## src/rtl/s3g_uart_rx.sv

```systemverilog
// s3g_uart_rx: 8N1 serial receiver, 16x oversampling with 3-sample majority vote.
// Ports: clk, rst (sync high), rx (async line), rx_data/rx_done (good byte), frame_error, busy.
module s3g_uart_rx #(
  parameter int DIV = 27
) (
  input  logic       clk,
  input  logic       rst,
  input  logic       rx,
  output logic [7:0] rx_data,
  output logic       rx_done,
  output logic       frame_error,
  output logic       busy
);

  localparam int CW = (DIV > 1) ? $clog2(DIV) : 1;
  localparam logic [CW-1:0] DIV_M1 = CW'(DIV - 1);

  typedef enum logic [2:0] {
    IDLE,
    START,
    DATA,
    STOP,
    WAIT_IDLE
  } state_t;

  state_t        state;
  logic          rxs1;
  logic          rxs2;
  logic [CW-1:0] divcnt;
  logic [3:0]    s;
  logic [2:0]    bitcnt;
  logic [7:0]    shreg;
  logic          v7;
  logic          v8;
  logic          tick;
  logic          vote;

  assign tick = (divcnt == DIV_M1);
  assign vote = (v7 & v8) | (v7 & rxs2) | (v8 & rxs2);

  always_ff @(posedge clk) begin
    if (rst) begin
      state       <= IDLE;
      rxs1        <= 1'b1;
      rxs2        <= 1'b1;
      divcnt      <= '0;
      s           <= 4'd0;
      bitcnt      <= 3'd0;
      shreg       <= 8'h00;
      v7          <= 1'b0;
      v8          <= 1'b0;
      rx_data     <= 8'h00;
      rx_done     <= 1'b0;
      frame_error <= 1'b0;
      busy        <= 1'b0;
    end else begin
      rxs1        <= rx;
      rxs2        <= rxs1;
      rx_done     <= 1'b0;
      frame_error <= 1'b0;

      divcnt <= tick ? '0 : divcnt + 1'b1;
      if (tick) begin
        s <= s + 4'd1;
      end
      if (tick && s == 4'd7) begin
        v7 <= rxs2;
      end
      if (tick && s == 4'd8) begin
        v8 <= rxs2;
      end

      unique case (state)
        IDLE: begin
          if (!rxs2) begin
            state  <= START;
            busy   <= 1'b1;
            divcnt <= '0;
            s      <= 4'd0;
          end
        end
        START: begin
          if (tick && s == 4'd9 && vote) begin
            state <= IDLE;
            busy  <= 1'b0;
          end else if (tick && s == 4'd15) begin
            state  <= DATA;
            bitcnt <= 3'd0;
          end
        end
        DATA: begin
          if (tick && s == 4'd9) begin
            shreg <= {vote, shreg[7:1]};
          end
          if (tick && s == 4'd15) begin
            if (bitcnt == 3'd7) begin
              state <= STOP;
            end else begin
              bitcnt <= bitcnt + 3'd1;
            end
          end
        end
        STOP: begin
          // decided mid-bit so a back-to-back start edge is not missed
          if (tick && s == 4'd9) begin
            if (vote) begin
              rx_data <= shreg;
              rx_done <= 1'b1;
              state   <= IDLE;
              busy    <= 1'b0;
            end else begin
              frame_error <= 1'b1;
              state       <= WAIT_IDLE;
            end
          end
        end
        WAIT_IDLE: begin
          if (rxs2) begin
            state <= IDLE;
            busy  <= 1'b0;
          end
        end
        default: begin
          state <= IDLE;
          busy  <= 1'b0;
        end
      endcase
    end
  end

endmodule

```

## config.mk

```make
export PLATFORM = sky130hd
export DESIGN_NAME = s3g_uart_rx
export DESIGN_NICKNAME = d
export VERILOG_FILES = /design/src/rtl/s3g_uart_rx.sv
export SDC_FILE = /design/constraint.sdc
export NUM_CORES = 1
export LEC_CHECK = 0
export CAP_MARGIN = 20
export CORE_UTILIZATION = 50
export CTS_BUF_LIST = sky130_fd_sc_hd__clkbuf_16
export CTS_CLUSTER_DIAMETER = 30
export DETAILED_ROUTE_END_ITERATION = 8
export PLACE_DENSITY = 0.7
export SLEW_MARGIN = 15
export SYNTH_ARGS = -nofsm -noshare
export SYNTH_HDL_FRONTEND = slang
export SYNTH_SLANG_ARGS = --single-unit
```

## constraint.sdc

```tcl
create_clock -name clk -period 3.7 [get_ports clk]
set_input_delay 0.74 -clock clk [delete_from_list [all_inputs] [get_ports clk]]
set_output_delay 0.74 -clock clk [all_outputs]
set_load 0.02 [all_outputs]
```

==> results.txt <==
DRC: 0
Fin crit period: 2120 ps
FILL cells: 298
ANT cells: 0
Sw power: 0.000198 W
Gate Count Post-Synth: 176
P_int: 0.000691 W
Setup Total Neg Slack: 0 ps
Synth warnings: 0
Worst Hold Class: flop to flop
H-tree depth: 2
Fmax: 471 MHz
TritonCTS buffer count: 5
Clock Path Buffers: 2
Vias per cell: 5.14
Clock share of power: 0.437
Post-Syn Area per Cell: 9.48 um2
Max Cap Violations: 0
Die area: 3570 um2
CP startpoint kind: flop
RePlAce Congestion: 0.872
Die width: 59.8 um
Mapped Area: 1670 um2
Row cnt: 20
FF+latch count, synth: 38
Initial core utilization: 0.538
Largest net degree at the start of global routing: 18
Reg2reg path depth: 7
Gr usage total: 0.195
Initial antenna violation count: 0
Most frequent cells in the layout: 38 x dfxtp_1, 37 x nor2_1, 18 x mux2i_1
Layout cells sized above 1: 0.0890
Tcrit/Tclk final: 0.574
Max-slew violations: 0
DR pass1 iterations: 4
GR Overflow Total: 0
First-pass GRT wire length: 5.08 mm
Slew margin rel.: 0.605
Pwr per Cell Area: 453 nW/um2
PortBufs: 13
CP Class: flop to flop
CP required: 3840 ps
Leak Pwr: 0.798 nW
Clock Tree Root: clkbuf_16
Top cells by area, synth: dfxtp_1 46%, mux2i_1 11%, nor2_1 8.3%, ha_1 5.2%, nand3_1 2.4%
Core Footprint: 3100 um2
CTS Hold Bufs: 0
Status: finished clean
Resize count post-CTS: 0
Critical path fanouts, max: 11
TritonCTS clock tree: yes
Crit path arrival time: 2270 ps
Part of the power in combinational logic: 0.078
Vias after detailed routing: 1208
Number of synthesized flops with an enable pin: 0
FFs w/ async S/R, synth: 0
Final wirelength: 2.90 mm
Area share of the largest cell type after synthesis: 0.456
Initial DRC count: 78
CP Capture Type: flop
Post-CTS Setup Bufs: 0
Switching share of power: 0.222
Max VDD drop: 300 uV
Largest area contributor in the synthesized netlist: dfxtp_1
Die height: 59.8 um
Unrepaired setup endpoints after global routing: false
Synth unique cells: 38
Ports: 14
Dpl hpwl: 2.06 mm
Final setup fails: 0
Hold violation count in the final report: 0
Routed Antenna Nets: 0
Tot Pwr: 0.000888 W
Seq pwr share: 0.485
Vias in the first global route: 1173
Clk sinks: 38
Worst-Skew Late Latency: 280 ps
Clock-pin slew on the worst setup and hold paths: 50 ps
Hold Path Depth: 1
Average wire per standard cell: 12.4 um
Clock Skew: 4.84 ps
Sequential fraction of the synthesis area: 0.456
Nets: 200
Worst slew pin tran: 591 ps
Top_reg_cell synth: dfxtp_1
Most common cell after layout, fill and taps aside: dfxtp_1
Syn nets: 186
Synth-to-layout area growth: 17.5%
## worst max-delay path, cell delays in order, from the launching register on
cell and delay [ps]:
dfxtp_1 330, inv_1 60, ha_1 130, and4b_1 440, nand3_1 240, nand2b_1 440
mux2i_1 280, nor2_1 60
## state kept, by name, summed over array words and instances (netlist names)
| name | cells |
|---|---|
| s | 4 |
| rxs2 | 1 |
| divcnt | 5 |
| busy | 1 |
| shreg | 8 |
| state | 3 |
| bitcnt | 3 |
| v8 | 1 |
| v7 | 1 |
| frame_error | 1 |
| rx_done | 1 |
| rxs1 | 1 |
| rx_data | 8 |
## final cells by class
type | count | area (um2) | area share
multi-input combinational | 126 | 851 | 0.434
sequential | 38 | 761 | 0.388
timing repair buffer | 14 | 138 | 0.0702
clock buffer | 5 | 125 | 0.0638
tap | 44 | 55.1 | 0.0281
inverter | 5 | 18.8 | 0.00957
clock inverter | 3 | 12.5 | 0.00638
## power groups by stage
| stage | clock network, W | registers, W | logic, W |
|---|---|---|---|
| final | 0.000388 | 0.000431 | 0.0000693 |
| after global routing | 0.000418 | 0.000433 | 0.0000770 |
| after CTS | 0.000397 | 0.000431 | 0.0000694 |
| after detailed placement | 0 | 0.000440 | 0.0000689 |
| after global placement | 0 | 0.000438 | 0.0000673 |
| after floorplan | 0 | 0.000436 | 0.0000540 |
## through the flow
step | std cells | utilization | setup slack (ps) | hold WS [ps] | instance area, um2
6_report | 235 | 0.632 | 1580 | 413 | 1960
5_1_grt | 235 | 0.632 | 1420 | 430 | 1960
4_1_cts | 235 | 0.632 | 1580 | 420 | 1960
3_5_place_dp | 227 | 0.588 | 1320 | 394 | 1820
3_3_place_gp | 227 | 0.588 | 1350 | 392 | 1820
2_1_floorplan | 176 | - | 2070 | 389 | 1670
## kinds of logic (layout without fill, tap and decap cells)
group,Yosys count,after routing,synth area share
buf+inv,12,27,0.0345
xor+xnor,6,6,0.0315
compound gates,19,19,0.0870
simple gates,74,74,0.218
fa+ha+maj,9,9,0.0652
flops,38,38,0.456
mux,18,18,0.108
## per-layer routing
metal  GRT usage  wire length (um)
met1       0.234              1320
met2       0.310              1390
met3      0.0714               129
met4      0.0897                60
met5           0                 0
## Yosys cell counts (all sizes together), types with 2 or more instances
| cell | number |
|---|---|
| dfxtp | 38 |
| nor2 | 38 |
| mux2i | 18 |
| a21oi | 9 |
| nand3 | 8 |
| ha | 7 |
| nand2 | 6 |
| buf | 5 |
| inv | 5 |
| nand2b | 5 |
| nand4 | 4 |
| nor2b | 4 |
| xor2 | 4 |
| or2 | 3 |
| a22oi | 2 |
| clkbuf | 2 |
| maj3 | 2 |
| nor4 | 2 |
| xnor2 | 2 |
## path summary, 6_finish.rpt
kind | endpoint | slack, ps | from
worst min-delay path | rxs2 | 410 | rxs1
worst max register to register | shreg[4] | 1580 | divcnt[0]
worst min register to register | rxs2 | 410 | rxs1
worst max-delay path | shreg[4] | 1580 | divcnt[0]
Note: power is estimated with default switching activity, not from simulation.
